**src/rtl/inst_mem_loader_pkg.sv**
```systemverilog
`default_nettype none
// ============================================================================
//  Module   : inst_mem_loader_pkg
//  Purpose  : Shared types and defaults for the instruction-memory boot loader
//  Revision : 1.0  initial release
// ============================================================================
package inst_mem_loader_pkg;

  // Default instruction memory geometry
  localparam int WORDS_DEF = 64;
  localparam int AW_DEF    = 6;

  // Loader sequencing states
  typedef enum logic [2:0] {
    ST_IDLE  = 3'd0,
    ST_HDR   = 3'd1,
    ST_DATA  = 3'd2,
    ST_WRITE = 3'd3,
    ST_CSUM  = 3'd4,
    ST_DONE  = 3'd5,
    ST_ERR   = 3'd6
  } state_e;

  // A word count is usable only if it is non-zero and fits the memory
  function automatic logic hdr_in_range(input logic [7:0] n, input logic [8:0] words);
    return (n != 8'd0) && ({1'b0, n} <= words);
  endfunction

endpackage
`default_nettype wire

```
**src/rtl/inst_mem_loader_byte_to_word_be.sv**
```systemverilog
`default_nettype none
// ============================================================================
//  Module   : byte_to_word_be
//  Purpose  : Assembles four bytes, first byte most significant, into a word
//             and flags the byte that completes it.
//  Revision : 1.0  initial release
// ============================================================================
module byte_to_word_be (
  input  logic        clk,
  input  logic        clrn,
  input  logic        clear,
  input  logic        shift_en,
  input  logic [7:0]  byte_in,
  output logic [31:0] word,
  output logic        word_full
);

  logic [1:0]  cnt_q, cnt_d;
  logic [31:0] word_q, word_d;

  // Shift the new byte in at the bottom so the first byte ends up in [31:24]
  always_comb begin
    cnt_d  = cnt_q;
    word_d = word_q;
    if (clear) begin
      cnt_d  = 2'd0;
      word_d = 32'd0;
    end else if (shift_en) begin
      word_d = {word_q[23:0], byte_in};
      cnt_d  = cnt_q + 2'd1;
    end
  end

  // Byte counter and word register
  always_ff @(posedge clk or negedge clrn) begin
    if (!clrn) begin
      cnt_q  <= 2'd0;
      word_q <= 32'd0;
    end else begin
      cnt_q  <= cnt_d;
      word_q <= word_d;
    end
  end

  // The fourth byte of a word is being shifted in this cycle
  assign word_full = shift_en && !clear && (cnt_q == 2'd3);
  assign word      = word_q;

endmodule
`default_nettype wire

```
**src/rtl/inst_mem_loader.sv**
```systemverilog
`default_nettype none
// ============================================================================
//  Module   : inst_mem_loader
//  Purpose  : Boot-time loader: consumes header/payload/checksum bytes,
//             writes big-endian words to instruction RAM and releases the
//             CPU from reset only after a load with a good checksum.
//  Revision : 1.0  initial release
// ============================================================================
module inst_mem_loader
  import inst_mem_loader_pkg::*;
#(
  parameter int WORDS = WORDS_DEF,
  parameter int AW    = AW_DEF
) (
  input  logic          clk,
  input  logic          clrn,
  input  logic          start,
  input  logic [7:0]    byte_in,
  input  logic          byte_valid,
  output logic          byte_ready,
  output logic          we,
  output logic [AW-1:0] waddr,
  output logic [31:0]   wdata,
  output logic          cpu_resetn,
  output logic          busy,
  output logic          done,
  output logic          error
);

  // Counts need one extra bit so that a full memory (N == WORDS) is representable
  localparam int         NW        = AW + 1;
  localparam logic [8:0] WORDS_LIM = 9'(WORDS);
  localparam logic [NW-1:0] IDX_ONE = NW'(1);

  state_e        state_q, state_d;
  logic [NW-1:0] n_q, n_d;
  logic [NW-1:0] idx_q, idx_d;
  logic [NW-1:0] idx_inc;
  logic [7:0]    csum_q, csum_d;

  logic          byte_ready_q, byte_ready_d;
  logic          busy_q, busy_d;
  logic          we_q, we_d;
  logic          done_q, done_d;
  logic          error_q, error_d;
  logic          cpu_resetn_q, cpu_resetn_d;

  logic          xfer;
  logic          asm_clear;
  logic          asm_shift;
  logic          asm_full;
  logic [31:0]   asm_word;

  assign xfer    = byte_valid && byte_ready_q;
  assign idx_inc = idx_q + IDX_ONE;

  // Word assembly lives in its own block; the loader only steers it
  byte_to_word_be u_asm (
    .clk       (clk),
    .clrn      (clrn),
    .clear     (asm_clear),
    .shift_en  (asm_shift),
    .byte_in   (byte_in),
    .word      (asm_word),
    .word_full (asm_full)
  );

  // Next-state, header latch, word index and running checksum
  always_comb begin
    state_d   = state_q;
    n_d       = n_q;
    idx_d     = idx_q;
    csum_d    = csum_q;
    asm_clear = 1'b0;
    asm_shift = 1'b0;

    unique case (state_q)
      ST_IDLE: begin
        if (start) state_d = ST_HDR;
      end

      ST_HDR: begin
        if (xfer) begin
          if (hdr_in_range(byte_in, WORDS_LIM)) begin
            n_d       = NW'(byte_in);
            idx_d     = '0;
            csum_d    = 8'd0;
            asm_clear = 1'b1;
            state_d   = ST_DATA;
          end else begin
            state_d   = ST_ERR;
          end
        end
      end

      ST_DATA: begin
        if (xfer) begin
          asm_shift = 1'b1;
          csum_d    = csum_q ^ byte_in;
          if (asm_full) state_d = ST_WRITE;
        end
      end

      ST_WRITE: begin
        // The write itself happens during this cycle; advance past it
        idx_d   = idx_inc;
        state_d = (idx_inc == n_q) ? ST_CSUM : ST_DATA;
      end

      ST_CSUM: begin
        if (xfer) state_d = (byte_in == csum_q) ? ST_DONE : ST_ERR;
      end

      ST_DONE, ST_ERR: begin
        if (start) state_d = ST_HDR;
      end

      default: state_d = ST_IDLE;
    endcase
  end

  // Registered outputs decoded from the upcoming state so they line up with it
  always_comb begin
    byte_ready_d = (state_d == ST_HDR) || (state_d == ST_DATA) || (state_d == ST_CSUM);
    busy_d       = (state_d == ST_HDR) || (state_d == ST_DATA) ||
                   (state_d == ST_WRITE) || (state_d == ST_CSUM);
    we_d         = (state_d == ST_WRITE);
    done_d       = (state_d == ST_DONE);
    error_d      = (state_d == ST_ERR);
    cpu_resetn_d = (state_d == ST_DONE);
  end

  // State, bookkeeping and output registers
  always_ff @(posedge clk or negedge clrn) begin
    if (!clrn) begin
      state_q      <= ST_IDLE;
      n_q          <= '0;
      idx_q        <= '0;
      csum_q       <= 8'd0;
      byte_ready_q <= 1'b0;
      busy_q       <= 1'b0;
      we_q         <= 1'b0;
      done_q       <= 1'b0;
      error_q      <= 1'b0;
      cpu_resetn_q <= 1'b0;
    end else begin
      state_q      <= state_d;
      n_q          <= n_d;
      idx_q        <= idx_d;
      csum_q       <= csum_d;
      byte_ready_q <= byte_ready_d;
      busy_q       <= busy_d;
      we_q         <= we_d;
      done_q       <= done_d;
      error_q      <= error_d;
      cpu_resetn_q <= cpu_resetn_d;
    end
  end

  // The index never exceeds WORDS-1 while WRITE is active, so the low bits suffice
  assign waddr      = idx_q[AW-1:0];
  assign wdata      = asm_word;
  assign byte_ready = byte_ready_q;
  assign busy       = busy_q;
  assign we         = we_q;
  assign done       = done_q;
  assign error      = error_q;
  assign cpu_resetn = cpu_resetn_q;

endmodule
`default_nettype wire

```
**config.mk**
```make
export PLATFORM = sky130hd
export DESIGN_NAME = inst_mem_loader
export DESIGN_NICKNAME = d
export VERILOG_FILES = /design/src/rtl/inst_mem_loader_pkg.sv /design/src/rtl/inst_mem_loader_byte_to_word_be.sv /design/src/rtl/inst_mem_loader.sv
export SDC_FILE = /design/constraint.sdc
export NUM_CORES = 1
export LEC_CHECK = 0
export BUFFER_PORTS_ARGS = -buffer_cell sky130_fd_sc_hd__buf_2
export CORE_MARGIN = 2
export CORE_UTILIZATION = 40
export CTS_CLUSTER_SIZE = 28
export DETAILED_ROUTE_END_ITERATION = 12
export PLACE_DENSITY = 0.65
export SLEW_MARGIN = 0
export SYNTH_ARGS = -nofsm -noshare
export SYNTH_HDL_FRONTEND = slang
export SYNTH_SLANG_ARGS = --single-unit
export TNS_END_PERCENT = 100
```
**constraint.sdc**
```tcl
create_clock -name clk -period 2.35 [get_ports clk]
set_input_delay 0 -clock clk [delete_from_list [all_inputs] [get_ports clk]]
set_output_delay 0 -clock clk [all_outputs]
set_load 0.05 [all_outputs]
```
# After elaboration in Yosys (flattened, before gate mapping)
# Index checks and enable logic that the tools add are counted.
dict set report totals {
  ff_bits 64
  in_bits 12
  output_inout_bits 44
  elab_cells 76
}
dict set report classes {
  add_sub_neg 2
  magnitude_cmp 1
  n_eq_ne 18
  mux 25
  n_bitwise 1
  n_reduce_logical 18
}
# cell count
set ops {}
lappend ops {{$mux W32} 2}
lappend ops {{$mux W8} 3}
lappend ops {{$mux W3} 7}
lappend ops {{$eq A3 B3 Y1 const B} 6}
lappend ops {{$pmux W8 S2} 1}
lappend ops {{$pmux W3 S5} 1}
lappend ops {{$mux W7} 2}
lappend ops {{$pmux W7 S2} 1}
lappend ops {{$eq A3 B2 Y1 const B} 4}
lappend ops {{$eq A8 B8 Y1} 1}
lappend ops {{$le A8 B7 Y1 const B} 1}
lappend ops {{$reduce_bool A8 Y1} 1}
lappend ops {{$xor A8 B8 Y8} 1}
lappend ops {{$add A7 B1 Y7 const B} 1}
lappend ops {{$eq A7 B7 Y1} 1}
lappend ops {{$eq A3 B1 Y1 const B} 2}
lappend ops {{$mux W2} 3}
lappend ops {{$ne A2 B2 Y1 const B} 3}
lappend ops {{$reduce_and A3 Y1} 2}
lappend ops {{$reduce_bool A2 Y1} 3}
lappend ops {{$mux W1} 5}
lappend ops {{$logic_and A1 B1 Y1} 4}
lappend ops {{$logic_or A1 B1 Y1} 4}
lappend ops {{$reduce_and A4 Y1} 1}
lappend ops {{other kinds (5)} 5}

# Longest topological paths before layout
dict set report depth {
  depth_word 15
  mapped_depth 8
  mapped_depth_nobuf 7
}

# Cells and area by module
# From an unflattened synthesis, not the netlist that was laid out.
dict set report hier_totals {
  hier_cells 286
  hier_area_um2 3194.3
}
# module n_inst cells_per_inst area_each_um2 seq_area_each_um2
set modules_own_cells {}
lappend modules_own_cells {inst_mem_loader 1 173 1762.9 750.7}
lappend modules_own_cells {byte_to_word_be 1 113 1431.4 850.8}

# Worst setup path after synthesis
# No wires, ideal clock.
dict set report synth_path {
  kind {register -> register}
  from {register byte_ready_q, in the netlist byte_ready}
  to {register byte_ready_q, in the netlist byte_ready}
  setup_time_ns 0.125
  arrival_ns 2.328
  required_time_ns 2.225
  slack_ns -0.104
  path_stages_with_launch 6
  n_path_buf 0
  synth_period_minus_slack_ns 2.454
  cell_sequence {dfrtp_1 -> nand2_1 -> or4_1 -> o31a_1 -> or3b_4 -> mux2_4}
}
dict set report synth_between {
  elab_chain_len 12
  word_cells_on_any_way 18
  classes_between {eq/ne (3); mux (9); reduce/logical (6)}
}
# item line
set synth_lines {}
lappend synth_lines {{start, declared} inst_mem_loader.sv:41} ;# logic byte_ready_q, byte_ready_d;
lappend synth_lines {{start signal, assigned} inst_mem_loader.sv:151} ;# byte_ready_q <= byte_ready_d;
lappend synth_lines {{$logic_and A1 B1 Y1 *} inst_mem_loader.sv:54} ;# assign xfer = byte_valid && byte_ready_q;
lappend synth_lines {{$mux W1} inst_mem_loader.sv:83} ;# if (xfer) begin
lappend synth_lines {{$mux W1} inst_mem_loader.sv:77} ;# unique case (state_q)
lappend synth_lines {{$logic_not A1 Y1} inst_mem_loader_byte_to_word_be.sv:46} ;# assign word_full = shift_en && !clear && (cnt_q == 2'd3);
lappend synth_lines {{$logic_and A1 B1 Y1 (2 in a row)} inst_mem_loader_byte_to_word_be.sv:46}
lappend synth_lines {{$mux W3} inst_mem_loader.sv:100} ;# if (asm_full) state_d = ST_WRITE;
lappend synth_lines {{$mux W3} inst_mem_loader.sv:97} ;# if (xfer) begin
lappend synth_lines {{$pmux W3 S5 *} inst_mem_loader.sv:77}
lappend synth_lines {{$eq A3 B1 Y1 / $eq A3 B2 Y1 (equally long branches)} inst_mem_loader.sv:124} ;# byte_ready_d = (state_d == ST_HDR) || (state_d == ST_DATA) || (state_d == ST_CSUM);
lappend synth_lines {{$logic_or A1 B1 Y1} inst_mem_loader.sv:124}
lappend synth_lines {{$logic_or A1 B1 Y1 *} inst_mem_loader.sv:124}
lappend synth_lines {{named net byte_ready_d} inst_mem_loader.sv:41}
# Mark *: on every way through the listed nets, which the timed path passes. The rest lies on a longest branch.
# A chain may end at the register's enable or synchronous reset.

# Worst setup path after layout
dict set report layout_path {
  from {register idx_q[1]}
  to {register byte_ready_q, in the netlist byte_ready}
}
dict set report layout_between {
  elab_chain_len 7
  word_cells_on_any_way 9
  classes_between {add/sub (1); eq/ne (4); mux (2); reduce/logical (2)}
}
# item line
set layout_lines {}
lappend layout_lines {{start, declared} inst_mem_loader.sv:37} ;# logic [NW-1:0] idx_q, idx_d;
lappend layout_lines {{start signal, assigned} inst_mem_loader.sv:149} ;# idx_q <= idx_d;
lappend layout_lines {{$add A7 B1 Y7 *} inst_mem_loader.sv:55} ;# assign idx_inc = idx_q + IDX_ONE;
lappend layout_lines {{$eq A7 B7 Y1 *} inst_mem_loader.sv:107} ;# state_d = (idx_inc == n_q) ? ST_CSUM : ST_DATA;
lappend layout_lines {{$mux W3 *} inst_mem_loader.sv:107}
lappend layout_lines {{$pmux W3 S5 *} inst_mem_loader.sv:77}
lappend layout_lines {{$eq A3 B1 Y1 / $eq A3 B2 Y1 (equally long branches)} inst_mem_loader.sv:124}
lappend layout_lines {{$logic_or A1 B1 Y1} inst_mem_loader.sv:124}
lappend layout_lines {{$logic_or A1 B1 Y1 *} inst_mem_loader.sv:124}
lappend layout_lines {{named net byte_ready_d} inst_mem_loader.sv:41}
# Marks and branches as above.

==> metrics.yaml <==
run_status:
  status: "finished clean"
route:
  drtIter0Drc: 110
  first_pass_iters: 4
  wl_um: 7468
  route.detailed.drc: 0
  vias: 2651
  vias_per_cell: 5.188
  avgRoutedWirePerCell_um: 14.61
  final_antenna_net_count: 0
yosys:
  synth.yosys.warnings: 0
  async_flop_share: 1.000
  synth_top_family_by_area: "simple AND/OR/NAND/NOR gates"
  synthFlopType: "dfrtp_1"
  synth-simple-area-share: 0.1837
  syn_inst: 338
  synth-xor-area-share: 0.04919
  synth_edf_count: 0
  yosys.cell_types.count: 43
  synthMuxAreaShare: 0.02975
  ys_seq_elements: 64
  synth_compound_area_frac: 0.1650
  netlist_area_um2: 3154
  syn_avg_cell_area_um2: 9.332
  synthAdderAreaFrac: 0.007933
  syn_nets: 352
  synth-seq-area-share: 0.5077
clocking:
  clk-insertion-delay-late_ps: 340
  numCtsBuffers: 9
  cts_tree: "yes"
  cts.path.max_buffers: 2
  root_buffer: "clkbuf_8"
  htreeDepth: 3
  clk_pin_slew_worst_paths_ps: 80
  cts_sinks: 64
timing:
  rsz0062_at_grt: "yes"
  slew_viol_final: 0
  slew_headroom: 0.5946
  tightestPinTransition_ps: 605.8
  fin_crit_ps: 2294
  hold_viol: 0
  finalClockSkew_ps: 7.427
  max_freq_mhz: 436.0
  tns_ps: 0
  setup_viol: 0
  period_share: 0.9761
  fin_hold_ws_ps: 186.7
power:
  p_switching_w: 0.002670
  swShare: 0.4703
  irDropWorstVdd_mv: 0.6332
  p_int_w: 0.003007
  p_clk_frac: 0.171
  powerDensity_nw_per_um2: 1456
  leakage_nw: 1.839
  p_seq_frac: 0.339
  power_w: 0.005676
  pwr-share-comb: 0.491
flow_run:
  drv_cap: 0
global_route:
  grtUsageTotal: 0.1840
  grt_first_pass_wirelength_um: 12420
  grt_pass1_vias: 2505
  antenna_found_initial: 0
  grt_max_degree: 34
  grt_overflow: 0
cells_and_area:
  layout-drive-gt1-share: 0.2738
  final_area_um2: 3897
  antennaDiodeCount: 0
  area_delta_synth_final_pct: 23.56
  fin_nets: 418
  finalNonFillerCells: 511
die:
  std_cell_rows: 32
  die_area_um2: 8612
  dieWidth_um: 92.80
  core-area_um2: 7687
  die_h_um: 92.80
  initial_core_util: 0.4103
  ios: 56
worst_setup_path:
  crit_path_start_kind: "register"
  crit_path_end_kind: "register"
  crit_required_ps: 2570
  critPathKind: "reg -> reg"
  timing.rr.end: "byte_ready"
  cp_max_fo: 2
  reg2reg_slack_ps: 60
  worstPathArrival_ps: 2510
  reg2reg_depth: 7
  r2r-start: "idx_q[1]"
place:
  hpwlAfterDp_um: 5112
  port_buffers: 55
  gp_congestion: 0.8561
  placed_cell_area_um2: 3542
  placed_cells: 484
min_path:
  hold_path.class: "in -> async"
## worst max-delay path, cell delays in order, from the launching register on
cell      delay (ps)
dfrtp_1          410
ha_4             260
xor2_2           140
a211oi_2         190
o211ai_1         130
o31ai_1          310
or3b_4           430
mux2_4           300
## logic make-up after synthesis
kind of cell	after synthesis
AND/OR/NAND/NOR	125
AO/OA/AOI/OAI	87
flip-flops	64
buffers and inverters	36
XOR/XNOR	16
multiplexers	8
adder cells (fa/ha/maj)	2
## layout by cell type (no fill, tap or decap), drive strengths merged, types with 3 or more instances in the layout
master / Yosys / final
a211oi: 3 / 3
a21oi: 4 / 4
a22o: 9 / 9
a31oi: 5 / 5
and2: 4 / 4
buf: 11 / 73
clkbuf: 16 / 10
clkinv: 0 / 4
dfrtp: 64 / 64
dlygate4sd3: 0 / 9
inv: 9 / 9
mux2: 8 / 8
nand2: 74 / 74
nand2b: 5 / 5
nand3: 6 / 6
nand4: 10 / 10
nor2: 8 / 8
nor3: 4 / 4
nor3b: 3 / 3
o21ai: 53 / 53
o31ai: 3 / 3
xnor2: 9 / 9
xor2: 7 / 7
## worst max-delay path by stage
| stage | slack [ps] | to | start | depth (start not counted) |
|---|---|---|---|---|
| after floorplan | 60 | byte_ready | byte_ready | 5 |
| after global placement | 70 | byte_ready | idx_q[0] | 7 |
| after detailed placement | 10 | byte_ready | idx_q[0] | 7 |
| after CTS | 30 | byte_ready | idx_q[0] | 7 |
| after global routing | -30 | byte_ready | idx_q[1] | 7 |
| final | 60 | byte_ready | idx_q[1] | 7 |
## area by class of cell
cell class / count / area, um^2
clock buffer: 10 / 137.6
clock inverter: 6 / 68.82
fill: 742 / 3790
inverter: 9 / 33.78
multi-input combinational: 238 / 1425
sequential: 64 / 1604
tap: 102 / 127.6
timing repair buffer: 82 / 500.5
## per-layer routing
metal | GRT usage | share of wire | up-vias
li1 | - | - | 1296
met4 | 0.07598 | 0.0076 | 0
met5 | 0 | 0 | -
met1 | 0.2577 | 0.48 | 1288
met3 | 0.03824 | 0.033 | 6
met2 | 0.2778 | 0.48 | 61
## flip-flops by register name, indices dropped and copies added (netlist names)
| signal | flops |
|---|---|
| byte_ready | 1 |
| error | 1 |
| cpu_resetn | 1 |
| idx_q | 7 |
| we | 1 |
| state_q | 3 |
| u_asm.word | 32 |
| busy | 1 |
| n_q | 7 |
| u_asm.cnt_q | 2 |
| csum_q | 8 |
## cells in the mapped netlist (all sizes together) (3+ instances only)
cell type | n | share of area
nand2 | 74 | 0.088
dfrtp | 64 | 0.51
a21oi | 4 | 0.0063
and2 | 4 | 0.0079
nand4 | 10 | 0.020
a31oi | 5 | 0.0099
o21ai | 53 | 0.084
nor3b | 3 | 0.0071
buf | 11 | 0.027
inv | 9 | 0.011
xor2 | 7 | 0.019
a211oi | 3 | 0.0071
a22o | 9 | 0.025
xnor2 | 9 | 0.030
mux2 | 8 | 0.030
nor3 | 4 | 0.0063
nand3 | 6 | 0.0095
nand2b | 5 | 0.0099
o31ai | 3 | 0.0071
nor2 | 8 | 0.010
clkbuf | 16 | 0.019
## stage by stage
step           worst slack, ps  utilization
4_1_cts                  33.12       0.4997
3_5_place_dp             14.22       0.4608
2_1_floorplan            57.89            -
3_3_place_gp             70.10       0.4608
6_report                 56.23       0.5070
5_1_grt                 -31.81       0.5070
## power groups by stage
stage / logic (W) / registers [W] / clock network, W
after detailed placement: 0.00267 / 0.00192 / 0
after floorplan: 0.00134 / 0.00262 / 0
after global placement: 0.00263 / 0.00190 / 0
after CTS: 0.00271 / 0.00191 / 0.000998
final: 0.00279 / 0.00192 / 0.000969
after global routing: 0.00302 / 0.00198 / 0.00105
## repair_timing
| item | CTS | global route |
|---|---|---|
| hold buffers | 9 | 0 |
| pin swaps | 0 | 4 |
| setup endpoints to repair | 1 | 39 |
| gates resized for setup | 1 | 7 |
| buffers inserted | 0 | 2 |
| endpoints found under the hold margin | 72 | 0 |
Note: power is estimated with default switching activity, not from simulation.
